### src/rtl/spram_fifo_pkg.sv
// Shared types and constants for the SPRAM-backed byte FIFO.
// Grant encoding, default address width and the memory-port arbiter rule.
package spram_fifo_pkg;

  typedef enum logic [1:0] {
    GNT_NONE = 2'd0,
    GNT_WR   = 2'd1,
    GNT_RD   = 2'd2
  } gnt_t;

  // 128KB bank addressed per byte
  localparam int SPRAM_ADDR_W = 17;
  localparam int DATA_W       = 8;

  // One grant per cycle: a lone requester wins, contention alternates
  // against whichever side won the last real grant.
  function automatic gnt_t arb_pick(input logic wr_want,
                                    input logic rd_want,
                                    input gnt_t last_gnt);
    gnt_t g;
    g = GNT_NONE;
    if (wr_want && rd_want)
      g = (last_gnt == GNT_WR) ? GNT_RD : GNT_WR;
    else if (wr_want)
      g = GNT_WR;
    else if (rd_want)
      g = GNT_RD;
    return g;
  endfunction

endpackage

### src/rtl/spram_fifo_outbuf.sv
// Two-entry first-word-fall-through buffer holding bytes returned by SPRAM
// reads until the downstream consumer takes them. Push and pop may coincide;
// the caller guarantees a push never lands on a full buffer.
module spram_fifo_outbuf
  import spram_fifo_pkg::*;
#(
  parameter int DATA_W_OB = DATA_W
) (
  input  logic                 clk,
  input  logic                 rst,
  input  logic                 i_clear,
  input  logic                 i_push,
  input  logic [DATA_W_OB-1:0] i_push_data,
  input  logic                 i_pop,
  output logic [DATA_W_OB-1:0] o_head,
  output logic [1:0]           o_cnt
);

  logic [DATA_W_OB-1:0] r_data [2];
  logic                 r_wr_idx;
  logic                 r_rd_idx;
  logic [1:0]           r_cnt;
  logic                 w_pop;

  // A pop on an empty buffer is ignored
  assign w_pop = i_pop && (r_cnt != 2'd0);

  // Control: slot indices and occupancy
  always_ff @(posedge clk or posedge rst) begin
    if (rst) begin
      r_wr_idx <= 1'b0;
      r_rd_idx <= 1'b0;
      r_cnt    <= 2'd0;
    end else if (i_clear) begin
      r_wr_idx <= 1'b0;
      r_rd_idx <= 1'b0;
      r_cnt    <= 2'd0;
    end else begin
      if (i_push) r_wr_idx <= ~r_wr_idx;
      if (w_pop)  r_rd_idx <= ~r_rd_idx;
      case ({i_push, w_pop})
        2'b10:   r_cnt <= r_cnt + 1'b1;
        2'b01:   r_cnt <= r_cnt - 1'b1;
        default: r_cnt <= r_cnt;
      endcase
    end
  end

  // Data storage: no reset needed, occupancy says what is meaningful
  always_ff @(posedge clk) begin
    if (i_push && !i_clear) r_data[r_wr_idx] <= i_push_data;
  end

  assign o_head = r_data[r_rd_idx];
  assign o_cnt  = r_cnt;

endmodule

### src/rtl/spram_byte_fifo.sv
// Deep byte FIFO built on a single-port byte-wide SPRAM bank.
// Input bytes are written at a wrapping write pointer, read back in order
// at a wrapping read pointer, and staged in a 2-entry FWFT output buffer.
// One memory access per cycle; read data returns one cycle after issue.
// Optional feature: define SPRAM_FIFO_WATERMARK_EN to add the registered
// almost_full output (level >= AFULL_THRESH) and its AFULL_THRESH parameter.
module spram_byte_fifo
  import spram_fifo_pkg::*;
#(
  parameter int ADDR_W = SPRAM_ADDR_W
`ifdef SPRAM_FIFO_WATERMARK_EN
  ,
  parameter int AFULL_THRESH = 2**ADDR_W - 256
`endif
) (
  input  logic              clk,
  input  logic              rst,
  input  logic              flush,
  input  logic [7:0]        s_data,
  input  logic              s_valid,
  output logic              s_ready,
  output logic [7:0]        m_data,
  output logic              m_valid,
  input  logic              m_ready,
  output logic [ADDR_W:0]   level,
`ifdef SPRAM_FIFO_WATERMARK_EN
  output logic              almost_full,
`endif
  output logic              mem_cs,
  output logic [ADDR_W-1:0] mem_addr,
  output logic              mem_wr_en,
  output logic [7:0]        mem_wr_data,
  input  logic [7:0]        mem_rd_data
);

  // Bank capacity in bytes, expressed in the count width
  localparam logic [ADDR_W:0] DEPTH = {1'b1, {ADDR_W{1'b0}}};

  logic [ADDR_W-1:0] r_wr_ptr;
  logic [ADDR_W-1:0] r_rd_ptr;
  logic [ADDR_W:0]   r_mem_count;
  logic [ADDR_W:0]   r_level;
  logic [ADDR_W:0]   w_level_nxt;
  logic              r_rd_vld_p1;
  gnt_t              r_last_gnt;
  gnt_t              w_gnt;

  logic              w_full;
  logic              w_wr_want;
  logic              w_rd_want;
  logic [2:0]        w_occ;
  logic [1:0]        w_ob_cnt;
  logic [7:0]        w_ob_head;
  logic              w_accept;
  logic              w_pop;
  logic              w_push_p1;

  assign w_full    = (r_mem_count == DEPTH);
  assign w_wr_want = s_valid && !w_full;
  // Bytes already committed to the output side: buffered plus in flight
  assign w_occ     = {1'b0, w_ob_cnt} + {2'b00, r_rd_vld_p1};
  assign w_rd_want = (r_mem_count != '0) && (w_occ < 3'd2);

  // Arbiter: one memory grant per cycle, suppressed during reset and flush
  always_comb begin
    w_gnt = GNT_NONE;
    if (!rst && !flush)
      w_gnt = arb_pick(w_wr_want, w_rd_want, r_last_gnt);
  end

  // Memory port and stream handshakes follow the grant directly
  always_comb begin
    mem_cs      = (w_gnt != GNT_NONE);
    mem_wr_en   = (w_gnt == GNT_WR);
    mem_addr    = (w_gnt == GNT_WR) ? r_wr_ptr : r_rd_ptr;
    mem_wr_data = s_data;
    s_ready     = (w_gnt == GNT_WR);
    m_valid     = (w_ob_cnt != 2'd0);
    m_data      = w_ob_head;
  end

  assign w_accept  = s_valid && s_ready;
  assign w_pop     = m_valid && m_ready && !flush;
  assign w_push_p1 = r_rd_vld_p1 && !flush;

  // Pointers, SPRAM occupancy, read-in-flight flag and arbitration history
  always_ff @(posedge clk or posedge rst) begin
    if (rst) begin
      r_wr_ptr    <= '0;
      r_rd_ptr    <= '0;
      r_mem_count <= '0;
      r_rd_vld_p1 <= 1'b0;
      r_last_gnt  <= GNT_RD;
    end else if (flush) begin
      r_wr_ptr    <= '0;
      r_rd_ptr    <= '0;
      r_mem_count <= '0;
      r_rd_vld_p1 <= 1'b0;
      r_last_gnt  <= GNT_RD;
    end else begin
      r_rd_vld_p1 <= (w_gnt == GNT_RD);
      case (w_gnt)
        GNT_WR: begin
          r_wr_ptr    <= r_wr_ptr + 1'b1;
          r_mem_count <= r_mem_count + 1'b1;
          r_last_gnt  <= GNT_WR;
        end
        GNT_RD: begin
          r_rd_ptr    <= r_rd_ptr + 1'b1;
          r_mem_count <= r_mem_count - 1'b1;
          r_last_gnt  <= GNT_RD;
        end
        default: ;
      endcase
    end
  end

  // Next level: +1 per accepted byte, -1 per consumed byte
  always_comb begin
    w_level_nxt = r_level;
    if (flush)
      w_level_nxt = '0;
    else begin
      case ({w_accept, w_pop})
        2'b10:   w_level_nxt = r_level + 1'b1;
        2'b01:   w_level_nxt = r_level - 1'b1;
        default: w_level_nxt = r_level;
      endcase
    end
  end

  // Registered total fill level
  always_ff @(posedge clk or posedge rst) begin
    if (rst) r_level <= '0;
    else     r_level <= w_level_nxt;
  end

  assign level = r_level;

`ifdef SPRAM_FIFO_WATERMARK_EN
  localparam logic [ADDR_W:0] AFULL_C = AFULL_THRESH[ADDR_W:0];
  logic r_afull;

  // Watermark tracks the level register it is compared against
  always_ff @(posedge clk or posedge rst) begin
    if (rst) r_afull <= 1'b0;
    else     r_afull <= (w_level_nxt >= AFULL_C);
  end

  assign almost_full = r_afull;
`endif

  // Read data lands in the output buffer one cycle after the read issues
  spram_fifo_outbuf #(
    .DATA_W_OB (8)
  ) u_outbuf (
    .clk         (clk),
    .rst         (rst),
    .i_clear     (flush),
    .i_push      (w_push_p1),
    .i_push_data (mem_rd_data),
    .i_pop       (w_pop),
    .o_head      (w_ob_head),
    .o_cnt       (w_ob_cnt)
  );

endmodule

### config.mk
export PLATFORM = sky130hd
export DESIGN_NAME = spram_byte_fifo
export DESIGN_NICKNAME = d
export VERILOG_FILES = /design/src/rtl/spram_fifo_pkg.sv /design/src/rtl/spram_fifo_outbuf.sv /design/src/rtl/spram_byte_fifo.sv
export SDC_FILE = /design/constraint.sdc
export NUM_CORES = 1
export LEC_CHECK = 0
export BUFFER_PORTS_ARGS = -buffer_cell sky130_fd_sc_hd__buf_2
export CORE_AREA = 4 4 126 128
export CTS_BUF_LIST = sky130_fd_sc_hd__clkbuf_16
export DETAILED_ROUTE_END_ITERATION = 7
export DIE_AREA = 0 0 130 132
export HOLD_SLACK_MARGIN = 0.05
export PLACE_DENSITY = 0.69
export SYNTH_ARGS = -nofsm -noshare
export SYNTH_HDL_FRONTEND = slang
export SYNTH_SLANG_ARGS = --single-unit
### constraint.sdc
create_clock -name clk -period 4.4 [get_ports clk]
set_input_delay 1.32 -clock clk [delete_from_list [all_inputs] [get_ports clk]]
set_output_delay 1.32 -clock clk [all_outputs]
set_load 0.02 [all_outputs]
==> out/qor.yml <==
mostFrequentLayoutCell: "nand2_1"
power_density_nw_per_um2: 422
holdPathStages: 2
ys_types: 69
yosys.area_share.simple_pct: 22.2
nets: 750
ant_nets: 0
cap_violations: 0
wl_mm: 13.4
hold_viol_final: 0
leakage_nw: 3.04
ctsLongestPathBuffers: 2
synth-xor-area-share_pct: 7.25
synthAdderAreaFrac_pct: 4.88
skew_ns: 0.00884
post_cts_buffers: 0
synth_mux_area_share_pct: 3.84
dieHeight_um: 132
worst_slack_ns: 0.259
grt_max_degree: 59
drt_iter0_markers: 400
diodes: 0
grt_pass1_vias: 4467
synth-edff-count: 16
synth_compound_area_share_pct: 14.9
slew_violations: 0
routed_via_density: 5.41
synth_cells: 644
synth_warnings: 0
critical_path_class: "in2out"
placementRows: 45
syn2layout_area_growth_pct: 13.4
start_kind: "primary input"
synth_top_family_by_area: "simple AND/OR/NAND/NOR gates"
synth_top_cell_by_area: "dfrtp_1"
vias: 4873
wl_per_cell_um: 14.9
core_region_area_um2: 14900
synthTopCellsByArea: "dfrtp_1 33%, edfxtp_1 8.3%, nand2_1 5.8%"
drc: 0
cts_tree: "yes"
cts-htree-levels: 3
cp_data_arrival_time_ns: 2.82
io_pins: 76
max-vdd-ir-drop_mv: 0.280
place_congestion: 0.885
hold_class: "reg2reg"
initial_core_util_pct: 39.0
synth-seq-cells: 93
drive_gt1_share_pct: 18.8
cts_buffers: 9
finalSetupTns_ns: 0
place_hpwl_mm: 9.70
grt_pass1_wl_mm: 21.8
synth_fp_nets: 687
ys.flop_type: "dfrtp_1"
crit_path_end_kind: "output port"
slew_headroom_pct: 48.4
cts_hold_buf: 0
avgSynthCellArea_um2: 9.00
fp.dieW_um: 130
cts_root_buffer: "clkbuf_16"
cts.sinks: 93
dieArea_um2: 17200
insertion_delay_ns: 0.35
ctsResizeCount: 0
synth_area_um2: 5800
synth_top_area_share_pct: 32.8
dp_slack_ns: -0.0415
worst_ep_required_time_ns: 3.08
period_minus_slack_ns: 4.14
status: "complete, no violations"
numPortBuffers: 59
fmax_mhz: 241
critPathMaxFanout: 13
worstMarginPinSlew_ns: 0.774
clk_pin_slew_ns: 0.06
reg2regPathDepth: 15
synthArstFlopShare_pct: 82.8
grt_antenna_before_repair: 0
synth-seq-area-share_pct: 41.6
setup_viol: 0
overflow: 0
rsz0062_at_grt: "false"
final_cell_mix: "89 x nand2_1, 76 x dfrtp_1, 74 x nor2_1"
grt_usage_pct: 15.7
fin_crit_sh_pct: 94.1
dr.pass1.iters: 5
==> sequential cells by signal, summed over array words and instances, names as in the netlist <==
name               flops
u_outbuf.r_rd_idx      1
u_outbuf.o_cnt         2
level                 18
r_mem_count           18
r_last_gnt             2
u_outbuf.r_wr_idx      1
r_wr_ptr              17
r_rd_ptr              17
r_rd_vld_p1            1
u_outbuf.r_data       16
==> path summary, 6_finish.rpt <==
kind | slack (ns) | start | to
setup / recovery | 0.26 | flush | mem_addr[15]
hold / removal | 0.47 | r_last_gnt[1]$_DFFE_PP1P_ | r_last_gnt[1]$_DFFE_PP1P_
setup reg to reg | 0.41 | r_mem_count[9]$_DFFE_PP0P_ | r_mem_count[17]$_DFFE_PP0P_
hold reg to reg | 0.47 | r_last_gnt[1]$_DFFE_PP1P_ | r_last_gnt[1]$_DFFE_PP1P_
max in group asynchronous | 2.46 | rst | r_mem_count[7]$_DFFE_PP0P_
min in group asynchronous | 1.21 | rst | r_rd_ptr[13]$_DFFE_PP0N_
==> through the flow <==
step / power, mW / util, % / std cells / area, um^2 / hold WS [ns]
after floorplan: 1.82 / - / 644 / 5800 / 0.436
after global placement: 2.06 / 42.4 / 884 / 6300 / 0.454
after detailed placement: 2.07 / 42.4 / 884 / 6300 / 0.456
after CTS: 2.80 / 44.2 / 900 / 6570 / 0.467
after global routing: 2.96 / 44.2 / 900 / 6570 / 0.490
final: 2.78 / 44.2 / 900 / 6570 / 0.468
==> worst max-delay path, stage by stage <==
cell and delay (ns):
buf_2 0.11, nor2_1 0.23, buf_4 0.16, nand2_1 0.07
a31oi_2 0.17, nand2_1 0.11, buf_4 0.21, mux2_2 0.28
buf_2 0.16
==> cell type report <==
type | instances | area, um^2
clock buffer | 9 | 225
clock inverter | 7 | 43.8
timing repair buffer | 86 | 498
inverter | 22 | 83.8
tap | 188 | 235
sequential | 93 | 2410
fill | 1464 | 8290
multi-input combinational | 495 | 3080
==> logic make-up after synthesis <==
logic type                 count (synthesis)
DFF                                       93
adders and majority gates                 22
buffers and inverters                     56
muxes                                     20
and+or+nand+nor                          270
AOI/OAI and AO/OA                        135
xor gates and xnor gates                  48
==> power breakdown <==
part	switching, mW	internal (mW)	total (mW)
Sequential	0.112	0.972	1.08
Combinational	0.581	0.402	0.983
Clock	0.330	0.380	0.710
Total	1.02	1.75	2.78
==> layer usage <==
layer / wire (um) / vias up / GRT usage (%)
li1: - / 2410 / -
met1: 6300 / 2341 / 21.8
met2: 6310 / 107 / 24.4
met3: 631 / 15 / 3.40
met4: 193 / 0 / 4.85
met5: 0 / - / 0
==> cell usage after synthesis, types with 3 or more instances <==
master    count
o31ai_1       9
and4_1        3
mux2_2       18
o22ai_1       4
a21oi_1      36
xnor2_1      27
inv_1        21
nand2_1      89
nor2_1       74
buf_6         4
o21bai_1      3
a211oi_1      4
a22o_1        3
clkbuf_1     16
nand2b_1      3
ha_1         21
xor2_1       21
nor3_1        9
or4_1         3
nor4_1        8
o21a_1        5
nand3_1      20
or3_1         9
and3_1       12
buf_4         9
nor3b_1       4
nand4_1      16
a21o_1       10
dfrtp_1      76
o211ai_1      4
or2_2         4
edfxtp_1     16
nand3b_1      3
o21ai_0      34
Power figures use the tool's default switching activity.
